## config.mk

```make
export PLATFORM = sky130hd
export DESIGN_NAME = vlsu_seq
export DESIGN_NICKNAME = d
export VERILOG_FILES = /design/src/rtl/vlsu_pkg.sv /design/src/rtl/vlsu_addr_gen.sv /design/src/rtl/vlsu_seq.sv
export SDC_FILE = /design/constraint.sdc
export NUM_CORES = 1
export LEC_CHECK = 0
export CAP_MARGIN = 20
export CELL_PAD_IN_SITES_DETAIL_PLACEMENT = 0
export CELL_PAD_IN_SITES_GLOBAL_PLACEMENT = 1
export CORE_AREA = 2 2 214 216
export CTS_CLUSTER_DIAMETER = 50
export DETAILED_ROUTE_END_ITERATION = 6
export DIE_AREA = 0 0 216 218
export GPL_ROUTABILITY_DRIVEN = 0
export PLACE_DENSITY = 0.86
export SYNTH_ARGS = -nofsm -noshare
export SYNTH_HDL_FRONTEND = slang
export SYNTH_SLANG_ARGS = --single-unit
```

## constraint.sdc

```tcl
create_clock -name clk_i -period 3 [get_ports clk_i]
set_clock_uncertainty 0.15 [all_clocks]
set_input_delay 0.45 -clock clk_i [delete_from_list [all_inputs] [get_ports clk_i]]
set_output_delay 0.45 -clock clk_i [all_outputs]
set_load 0.02 [all_outputs]
```

## src/rtl/vlsu_pkg.sv

```systemverilog
// Shared types and constants for the sequential vector load/store unit.
package vlsu_pkg;

  typedef enum logic [1:0] {
    IDLE,
    XFER,
    WB,
    FIN
  } state_e;

  localparam int VLSU_VECTOR_WIDTH = 8;
  localparam int VLSU_ADDRESSWIDTH = 4;
  localparam int LANE_W            = $clog2(VLSU_VECTOR_WIDTH);

  // Register 15 aliases the PC and can never be a vector load/store target.
  localparam logic [VLSU_ADDRESSWIDTH-1:0] PC_ALIAS = '1;

endpackage

```

## src/rtl/vlsu_addr_gen.sv

```systemverilog
// Address accumulator: loads base on start, adds the latched stride per handshake (mod 2^WIDTH).
module vlsu_addr_gen #(
  parameter int WIDTH = 24
) (
  input  logic             clk_i,
  input  logic             rst_ni,
  input  logic             load_i,
  input  logic [WIDTH-1:0] base_i,
  input  logic [WIDTH-1:0] stride_i,
  input  logic             step_i,
  output logic [WIDTH-1:0] addr_o
);

  logic [WIDTH-1:0] addr_q, addr_d;
  logic [WIDTH-1:0] stride_q, stride_d;

  always_comb begin
    addr_d   = addr_q;
    stride_d = stride_q;
    if (load_i) begin
      addr_d   = base_i;
      stride_d = stride_i;
    end else if (step_i) begin
      addr_d = addr_q + stride_q;
    end
  end

  always_ff @(posedge clk_i) begin
    if (!rst_ni) begin
      addr_q   <= '0;
      stride_q <= '0;
    end else begin
      addr_q   <= addr_d;
      stride_q <= stride_d;
    end
  end

  assign addr_o = addr_q;

endmodule

```

## src/rtl/vlsu_seq.sv

```systemverilog
// Sequential vector load/store: one element per memory handshake, base + lane*stride addressing.
// Optional VLSU_ELEM_WB_EN: per-element register file writes replace the single full-vector WB write.
module vlsu_seq
  import vlsu_pkg::*;
#(
  parameter int WIDTH        = 24,
  parameter int VECTOR_WIDTH = VLSU_VECTOR_WIDTH,
  parameter int ADDRESSWIDTH = VLSU_ADDRESSWIDTH
) (
  input  logic                                 clk_i,
  input  logic                                 rst_ni,
  input  logic                                 start_i,
  input  logic                                 is_store_i,
  input  logic [WIDTH-1:0]                     base_addr_i,
  input  logic [WIDTH-1:0]                     stride_i,
  input  logic [ADDRESSWIDTH-1:0]              vreg_i,
  input  logic [VECTOR_WIDTH-1:0][WIDTH-1:0]   store_data_v_i,
  output logic                                 mem_req_o,
  output logic                                 mem_we_o,
  output logic [WIDTH-1:0]                     mem_addr_o,
  output logic [WIDTH-1:0]                     mem_wdata_o,
  input  logic [WIDTH-1:0]                     mem_rdata_i,
  input  logic                                 mem_ready_i,
  output logic                                 rf_we_o,
  output logic                                 rf_isvector_o,
  output logic                                 rf_vect_esc_o,
  output logic [ADDRESSWIDTH-1:0]              rf_wd3_o,
  output logic [2:0]                           rf_index_A_o,
  output logic [WIDTH-1:0]                     rf_data_o,
  output logic [VECTOR_WIDTH-1:0][WIDTH-1:0]   rf_data_v_o,
  output logic                                 busy_o,
  output logic                                 done_o,
  output logic                                 err_o
);

  state_e                           state_q;
  logic                             is_store_q;
  logic [ADDRESSWIDTH-1:0]          vreg_q;
  logic                             err_q;
  logic [LANE_W-1:0]                lane_q;
  logic [VECTOR_WIDTH-1:0][WIDTH-1:0] buf_q;
  logic [WIDTH-1:0]                 addr;

  logic xfer, hs, last_lane, accept, reject;

  assign xfer      = (state_q == XFER);
  assign hs        = xfer && mem_ready_i;
  assign last_lane = (lane_q == LANE_W'(VECTOR_WIDTH - 1));
  assign accept    = (state_q == IDLE) && start_i;
  assign reject    = (vreg_i == PC_ALIAS[ADDRESSWIDTH-1:0]);

  vlsu_addr_gen #(.WIDTH(WIDTH)) u_addr_gen (
    .clk_i    (clk_i),
    .rst_ni   (rst_ni),
    .load_i   (accept),
    .base_i   (base_addr_i),
    .stride_i (stride_i),
    .step_i   (hs),
    .addr_o   (addr)
  );

`ifdef VLSU_ELEM_WB_EN
  logic              elem_we_q;
  logic [LANE_W-1:0] elem_idx_q;
  logic [WIDTH-1:0]  elem_data_q;
`endif

  always_ff @(posedge clk_i) begin
    if (!rst_ni) begin
      state_q    <= IDLE;
      is_store_q <= 1'b0;
      vreg_q     <= '0;
      err_q      <= 1'b0;
      lane_q     <= '0;
      buf_q      <= '0;
`ifdef VLSU_ELEM_WB_EN
      elem_we_q   <= 1'b0;
      elem_idx_q  <= '0;
      elem_data_q <= '0;
`endif
    end else begin
`ifdef VLSU_ELEM_WB_EN
      elem_we_q <= hs && !is_store_q;
      if (hs) begin
        elem_idx_q  <= lane_q;
        elem_data_q <= mem_rdata_i;
      end
`endif
      case (state_q)
        IDLE: begin
          if (start_i) begin
            is_store_q <= is_store_i;
            vreg_q     <= vreg_i;
            lane_q     <= '0;
            err_q      <= reject;
            state_q    <= reject ? FIN : XFER;
          end
        end
        XFER: begin
          if (mem_ready_i) begin
            if (!is_store_q) buf_q[lane_q] <= mem_rdata_i;
            lane_q <= lane_q + 1'b1;
            if (last_lane) begin
`ifdef VLSU_ELEM_WB_EN
              state_q <= FIN;
`else
              state_q <= is_store_q ? FIN : WB;
`endif
            end
          end
        end
        WB: state_q <= FIN;
        FIN: begin
`ifdef VLSU_ELEM_WB_EN
          // Hold FIN while the last element write drains so done trails it by a cycle.
          if (!elem_we_q) begin
            state_q <= IDLE;
            err_q   <= 1'b0;
          end
`else
          state_q <= IDLE;
          err_q   <= 1'b0;
`endif
        end
        default: state_q <= IDLE;
      endcase
    end
  end

  assign mem_req_o   = xfer;
  assign mem_we_o    = xfer && is_store_q;
  assign mem_addr_o  = xfer ? addr : '0;
  assign mem_wdata_o = (xfer && is_store_q)
                     ? store_data_v_i[LANE_W'(VECTOR_WIDTH - 1) - lane_q] : '0;
  assign busy_o      = (state_q != IDLE);
  assign rf_data_v_o = buf_q;

`ifdef VLSU_ELEM_WB_EN
  assign done_o        = (state_q == FIN) && !elem_we_q;
  assign rf_we_o       = elem_we_q;
  assign rf_isvector_o = elem_we_q;
  assign rf_vect_esc_o = elem_we_q;
  assign rf_wd3_o      = elem_we_q ? vreg_q : '0;
  assign rf_index_A_o  = elem_we_q ? 3'(elem_idx_q) : 3'd0;
  assign rf_data_o     = elem_we_q ? elem_data_q : '0;
`else
  assign done_o        = (state_q == FIN);
  assign rf_we_o       = (state_q == WB);
  assign rf_isvector_o = (state_q == WB);
  assign rf_vect_esc_o = 1'b0;
  assign rf_wd3_o      = (state_q == WB) ? vreg_q : '0;
  assign rf_index_A_o  = 3'd0;
  assign rf_data_o     = '0;
`endif
  assign err_o = done_o && err_q;

endmodule

```

==> results of run 1 <==
final cells by class:
cell class	count	area (um^2)
fillers	4374	25300
multi-input cells	1160	6830
repair buffers	574	5670
flip-flops and latches	251	5030
clock buffers	45	995
well taps	600	751
clock inverters	20	241
inverters	14	52.6
where the power goes:
group,internal (W),switching (W),leakage [nW],total (W)
registers,0.00358,0.000195,2.03,0.00377
clock network,0.00266,0.00167,0.602,0.00433
logic,0.00138,0.00180,4.32,0.00318
total,0.00761,0.00366,6.95,0.0113
how the worst max path moves through the flow:
stage / endpoint / cells after the start / startpoint
after CTS: mem_wdata_o[8] / 7 / lane_q[2]
after global routing: mem_wdata_o[0] / 7 / lane_q[1]
after detailed placement: mem_wdata_o[3] / 7 / lane_q[1]
after floorplan: u_addr_gen.addr_o[16] / 10 / u_addr_gen.addr_o[0]
after global placement: mem_wdata_o[3] / 7 / lane_q[0]
final: mem_wdata_o[11] / 7 / lane_q[1]
through the flow:
stage | setup slack (ns) | hold WS (ns) | power [W]
2_1_floorplan | 0.531 | 0.289 | 0.00567
3_3_place_gp | 0.220 | 0.292 | 0.00694
3_5_place_dp | 0.161 | 0.296 | 0.00698
4_1_cts | 0.00286 | 0.175 | 0.0113
5_1_grt | 0.00344 | 0.200 | 0.0118
6_report | 0.0921 | 0.202 | 0.0113
layout by cell type (no fill, tap or decap), types with 29 or more instances in the layout:
| master | n |
|---|---|
| a21boi_0 | 199 |
| a21oi_1 | 41 |
| a22oi_1 | 47 |
| a31oi_1 | 29 |
| and2_1 | 37 |
| buf_4 | 43 |
| clkbuf_16 | 36 |
| clkdlybuf4s50_1 | 498 |
| dfxtp_1 | 248 |
| ha_1 | 29 |
| nand2_1 | 494 |
sequential cells by signal (all words and copies together) (netlist names):
name	count
vreg_q	4
u_addr_gen.addr_o	24
err_q	1
lane_q	3
state_q	2
is_store_q	1
u_addr_gen.stride_q	24
rf_data_v_o	192
worst max-delay path, stage by stage (launching register included):
cell	delay [ns]
dfxtp_2	0.35
buf_4	0.17
and3b_1	0.21
buf_12	0.17
a22o_1	0.20
a221oi_2	0.22
a31oi_1	0.11
dlygate4sd2_1	0.34
what timing repair did:
action,4_1_cts,5_1_grt
gates resized for setup,32,33
endpoints found under the setup margin,24,25
hold buffers,0,0
pin swaps,0,2
setup buffers,2,1
per-layer routing:
metal  vias to the layer above  GRT usage  share of wire
li1                       6286          -              -
met1                      6160      0.263           0.42
met2                       539      0.363           0.47
met3                       106     0.0597          0.080
met4                         6     0.0639          0.026
met5                         -          0        0.00084
cells by family after synthesis:
kind of cell | share of synthesized area
AND/OR/NAND/NOR | 0.204
other | 0.000299
buffers and inverters | 0.0703
multiplexers | 0.00438
AO/OA/AOI/OAI | 0.283
XOR/XNOR | 0.00698
flip-flops | 0.400
adder cells (fa/ha/maj) | 0.0305
==> impl_metrics.ini, run 1 <==
[logic_synthesis]
yosysMostFrequentCell = nand2_1
ys_seq_area_frac = 0.400
avgSynthCellArea_um2 = 8.04
synth_area_leader_cell = dfxtp_1
ys_ff_latch = 251
synth.distinct_cells = 70
synth.top_cells.by_count = nand2_1 (495), dfxtp_1 (251), a21boi_0 (199)
synth.area.top_cells = dfxtp_1 (40%), nand2_1 (15%), a21boi_0 (12%)
postSynth.asyncResetShare = 0
synth-warning-count = 0
synth_flop_cell = dfxtp_1
synth_edf_count = 0
synth_area_um2 = 12600
yosysTopAreaCellShare = 0.400
netlist_instances = 1562

[place]
dp.cells = 2596
port_buffers = 523
placed_cell_area_um2 = 18300
dp_hpwl_mm = 38.1

[clock_tree]
clk_path_buf_depth = 3
path_clk_slew_ns = 0.06
clock-sinks = 251
cts_tree = yes
clk_latency_ns = 0.54
cts_inserted_buffers = 36
h-tree-depth = 2
cts_root_buf = clkbuf_16

[die]
die-area_um2 = 47100
die_w_um = 216
core-area_um2 = 44900
row_count = 78
die_y_um = 218
start_util = 0.280
ioPinCount = 552

[global_routing]
antenna_found_initial = 6
grt_pass1_vias = 13000
grt_usage = 0.214
grt_pass1_wl_mm = 77.9
grt_start_max_net_pins = 155
grt_remaining_overflow = 0

[timing]
relSlewSlack = 0.546
clock.fmax_ghz = 0.344
worst_pin_slew_ns = 0.679
rsz0062_at_grt = no
finalHoldViolCount = 0
fin_crit_ns = 2.91
setup_tns_ns = 0
slew_violations = 0
setup_viol = 0
finalCritPeriodShare = 0.969

[setup_path]
reg2reg_from = u_addr_gen.addr_o[0]
worstPathRequired_ns = 2.40
crit_fanout = 26
r2r_end = u_addr_gen.addr_o[16]
crit_type = reg -> out
reg2regPathDepth = 10
start_kind = flip-flop
end_kind = output port
rrSetupSlack_ns = 0.33
worstPathArrival_ns = 2.31

[route]
vias_per_cell = 4.92
drc = 0
dr.first_iter.drc_count = 878
antenna_left = 0
routed_wl_mm = 52.4
vias = 13100
dr.pass1.iters = 5
wl_per_cell_um = 19.7

[min_path]
min_from = rst_ni
holdPathEnd = u_addr_gen.addr_o[19]
hold_class = in -> reg
hold_depth = 3

[pwr]
p_leak_nw = 6.95
power_density_nw_per_um2 = 576
vdd_drop_max_uv = 402

[status]
status = complete, no violations

[flow_run]
cap_violations = 0

[layout]
antenna_cells = 0
fin_nets = 2340
area_delta_synth_final_pct = 55.9
final_area_um2 = 19600
drive_above_1_share = 0.0741
instances_no_fill = 2664
fin_util = 0.436
Note: power is estimated with default switching activity, not from simulation.
==> run 2: changes to the inputs <==
- PLACE_DENSITY: 0.86 -> 0.85
- RECOVER_POWER: not set -> 100
==> run 2 against run 1 <==
Against the previous run:
- cell area down 1.0%
- fmax down 0.51%
- critical path type unchanged
- sequential cell count unchanged
- first-iteration DRC count up 5.5%
==> impl_metrics.ini, run 2 (same netlist as run 1, synthesis figures left out) <==
[layout]
drive_above_1_share = 0.0647
regArea_um2 = 5040
final_area_um2 = 19400
final_cell_mix = nand2_1 (495), clkdlybuf4s50_1 (295), dfxtp_1 (248)
multi_input_area_um2 = 6800
area_delta_synth_final_pct = 54.3
fin_nets = 2337
fill_cells = 4438
final_common_cell = nand2_1
largest_register_ffs = 192
fin_util = 0.431

[setup_path]
crit_type = reg -> out
crit_fanout = 10
start_kind = flip-flop
cp_top_family = buffers and inverters
worstPathArrival_ns = 2.32
crit_chain = buf_4 -> nor3b_4 -> buf_4 -> a22o_1 -> a221oi_2 -> a31oi_1 -> clkdlybuf4s15_1
max_stage_delay_ns = 0.39
end_kind = output port
critical_path.slowest_cell = dfxtp_4
crit_top_cell = buf_4
cp_num_buf_inv = 3
worstPathRequired_ns = 2.40

[die]
die-area_um2 = 47100
core-area_um2 = 44900
die_y_um = 218
row_count = 78
start_util = 0.280
ioPinCount = 552
die_w_um = 216

[route]
routed_wl_mm = 52.5
drc = 0
wl_per_cell_um = 19.7
dr.pass1.iters = 6
antenna_left = 0
vias_per_cell = 4.90
dr.first_iter.drc_count = 926
vias = 13000

[clock_tree]
cts_root_buf = clkbuf_16
path_clk_slew_ns = 0.06
cts_hold_buf = 0
clk_path_buf_depth = 3
cts_inserted_buffers = 30
clk_latency_ns = 0.57
cts_tree = yes
h-tree-depth = 1
clock-sinks = 251

[timing]
fin_crit_ns = 2.92
rsz0062_at_grt = yes
relSlewSlack = 0.114
finalHoldViolCount = 0
worst_pin_slew_ns = 1.33
finalCritPeriodShare = 0.974
clock.fmax_ghz = 0.342
setup_viol = 0
setup_tns_ns = 0
slew_violations = 0

[global_routing]
grt_usage = 0.214
grt_remaining_overflow = 0
antenna_found_initial = 6
grt_pass1_wl_mm = 78.4
grt_start_max_net_pins = 65
grt_pass1_vias = 12800

[place]
dp_hpwl_mm = 39.5
placed_cell_area_um2 = 18400
port_buffers = 523

[flow_run]
cap_violations = 0

[pwr]
vdd_drop_max_uv = 440
p_leak_nw = 7.56
power_density_nw_per_um2 = 547

[status]
status = complete, no violations

[min_path]
hold_class = in -> reg
==> run 2: report_power, final <==
part / total (W) / leakage (nW) / internal [W] / switching (W)
combinational: 0.00312 / 5.03 / 0.00134 / 0.00177
clock: 0.00370 / 0.493 / 0.00224 / 0.00146
sequential: 0.00379 / 2.03 / 0.00358 / 0.000214
==> run 2: worst paths after layout <==
check	start	to	slack (ns)	depth (start not counted)
setup / recovery	lane_q[1]	mem_wdata_o[7]	0.08	7
hold / removal	rst_ni	u_addr_gen.stride_q[17]	0.17	2
setup reg to reg	u_addr_gen.stride_q[0]	u_addr_gen.addr_o[22]	0.19	10
hold reg to reg	rf_data_v_o[132]	rf_data_v_o[132]	0.30	2
==> run 2: timing repair <==
action,4_1_cts,5_1_grt
endpoints found under the setup margin,27,18
setup buffers,1,1
gates resized for setup,32,28
==> run 2: metal layers <==
metal / part of all wire / vias up / track usage / wire (um)
li1: - / 6285 / - / -
met1: 0.43 / 6150 / 0.276 / 22800
met2: 0.46 / 507 / 0.357 / 24300
met3: 0.075 / 100 / 0.0524 / 3940
met4: 0.028 / 4 / 0.0578 / 1470
met5: 0.00051 / - / 0 / 27
==> run 2: metrics by stage <==
stage	instances	total power [W]	hold WS, ns	setup slack, ns
2_1_floorplan	1589	0.00567	0.289	0.531
3_3_place_gp	2600	0.00695	0.291	0.167
3_5_place_dp	2600	0.00699	0.296	0.124
4_1_cts	2656	0.0107	0.124	0.0116
5_1_grt	2658	0.0111	0.183	-0.0443
6_report	2662	0.0106	0.174	0.0773
==> run 2: layout make-up <==
class	instances	area share
Antenna cell	5	0.000646
Clock buffer	40	0.0417
Clock inverter	15	0.0106
Inverter	14	0.00271
Multi-Input combinational cell	1160	0.351
Sequential cell	251	0.260
Tap cell	600	0.0388
Timing Repair Buffer	577	0.294
==> run 2: worst register-to-register path, cell delays in order (launching register included) <==
cell,delay [ns]
dfxtp_1,0.37
ha_1,0.21
inv_1,0.07
fa_1,0.37
and2b_1,0.22
o21ai_1,0.12
a2111oi_4,0.46
nor3_4,0.10
o21bai_2,0.28
mux2i_1,0.23
a21oi_1,0.08
==> run 3: changes to the inputs <==
- SKIP_CTS_REPAIR_TIMING: not set -> 1
==> run 3 against run 2 <==
Against the previous run:
- critical path depth is 2 lower
- final cell count barely moved
- clock power barely moved
- critical endpoint is now mem_addr_o[14]
==> impl_metrics.ini, run 3 (same netlist as run 1, synthesis figures left out) <==
[setup_path]
worstPathRequired_ns = 2.40
crit_fanout = 32
end_kind = output port
crit_chain = inv_1 -> ha_1 -> buf_8 -> and2_1 -> clkdlybuf4s50_1
critical_path.slowest_cell = clkdlybuf4s50_1
crit_type = reg -> out
cp_num_buf_inv = 3
worstPathArrival_ns = 2.32
start_kind = flip-flop
cp_top_family = buffers and inverters
max_stage_delay_ns = 0.64

[timing]
worst_pin_slew_ns = 1.35
fin_crit_ns = 2.92
slew_violations = 0
setup_tns_ns = 0
relSlewSlack = 0.101
setup_viol = 0
finalCritPeriodShare = 0.973
clock.fmax_ghz = 0.343
finalHoldViolCount = 0

[pwr]
total_power_w = 0.0106
p_leak_nw = 7.82
power_density_nw_per_um2 = 546
vdd_drop_max_uv = 437

[die]
die_w_um = 216
die-area_um2 = 47100
core-area_um2 = 44900
die_y_um = 218
start_util = 0.280
ioPinCount = 552
row_count = 78

[clock_tree]
h-tree-depth = 1
cts_tree = yes
path_clk_slew_ns = 0.06
clock-sinks = 251
cts_root_buf = clkbuf_16
cts_inserted_buffers = 30
clk_path_buf_depth = 3
clk_latency_ns = 0.57

[global_routing]
grt_pass1_wl_mm = 78.4
grt_busiest_layer = met2
grt_pass1_vias = 12800
grt_usage = 0.214
grt_start_max_net_pins = 65
antenna_found_initial = 7
grt_remaining_overflow = 0
use_met2 = 0.356
grtUsageMet3 = 0.0527
grtUsageMet1 = 0.276

[route]
drc = 0
dr.pass1.iters = 5
wl_per_cell_um = 19.8
dr.first_iter.drc_count = 856
routed_wl_mm = 52.7
vias_per_cell = 4.90
antenna_left = 0
vias = 13000

[flow_run]
cap_violations = 0

[place]
dp_hpwl_mm = 39.5
port_buffers = 523

[layout]
final_cell_mix = nand2_1 (494), clkdlybuf4s50_1 (295), dfxtp_1 (248)
largest_register_ffs = 192
drive_above_1_share = 0.0613
area_delta_synth_final_pct = 54.7
final_common_cell = nand2_1
fin_nets = 2337

[min_path]
hold_class = in -> reg

[status]
status = complete, no violations
run 3: final cells by class:
type	count	area, um^2
sequential	251	5030
tap	600	751
fill	4433	25500
inverter	14	52.6
antenna	4	10.0
clock buffer	40	808
multi-input combinational	1160	6790
clock inverter	15	205
timing repair buffer	577	5770
run 3: stage by stage:
step | util | cells | cell area [um^2] | worst slack (ns) | hold slack [ns]
final | 0.433 | 2661 | 19400 | 0.0822 | 0.169
after global routing | 0.432 | 2659 | 19400 | -0.0106 | 0.181
after CTS | 0.432 | 2655 | 19400 | -0.503 | 0.124
after detailed placement | 0.410 | 2600 | 18400 | 0.124 | 0.296
after global placement | 0.410 | 2600 | 18400 | 0.167 | 0.291
after floorplan | - | 1589 | 12700 | 0.531 | 0.289
run 3: worst register-to-register path, cell delays in order, from the launching register on:
cell       delay (ns)
dfxtp_1          0.36
ha_1             0.21
inv_1            0.07
fa_1             0.37
and2b_1          0.22
o21ai_1          0.12
a2111oi_4        0.46
nor3_4           0.10
o21bai_2         0.29
mux2i_1          0.23
a21oi_1          0.08
run 3: report_power, final:
part           switching [W]  internal, W
clock network        0.00146      0.00224
registers           0.000216      0.00358
logic                0.00178      0.00134
run 3: path summary, 6_finish.rpt:
path                              from                    end  slack [ns]  cells past startpoint
setup / recovery            state_q[1]         mem_addr_o[14]        0.08                      5
hold / removal                  rst_ni             state_q[0]        0.17                      3
setup reg to reg  u_addr_gen.addr_o[0]  u_addr_gen.addr_o[22]        0.21                     10
hold reg to reg        rf_data_v_o[55]        rf_data_v_o[55]        0.30                      2
run 3: routing by layer:
metal | routed length [um] | up-vias
met5 | 41 | -
met4 | 1420 | 6
met3 | 3810 | 99
met2 | 24500 | 525
met1 | 23000 | 6138
li1 | - | 6280
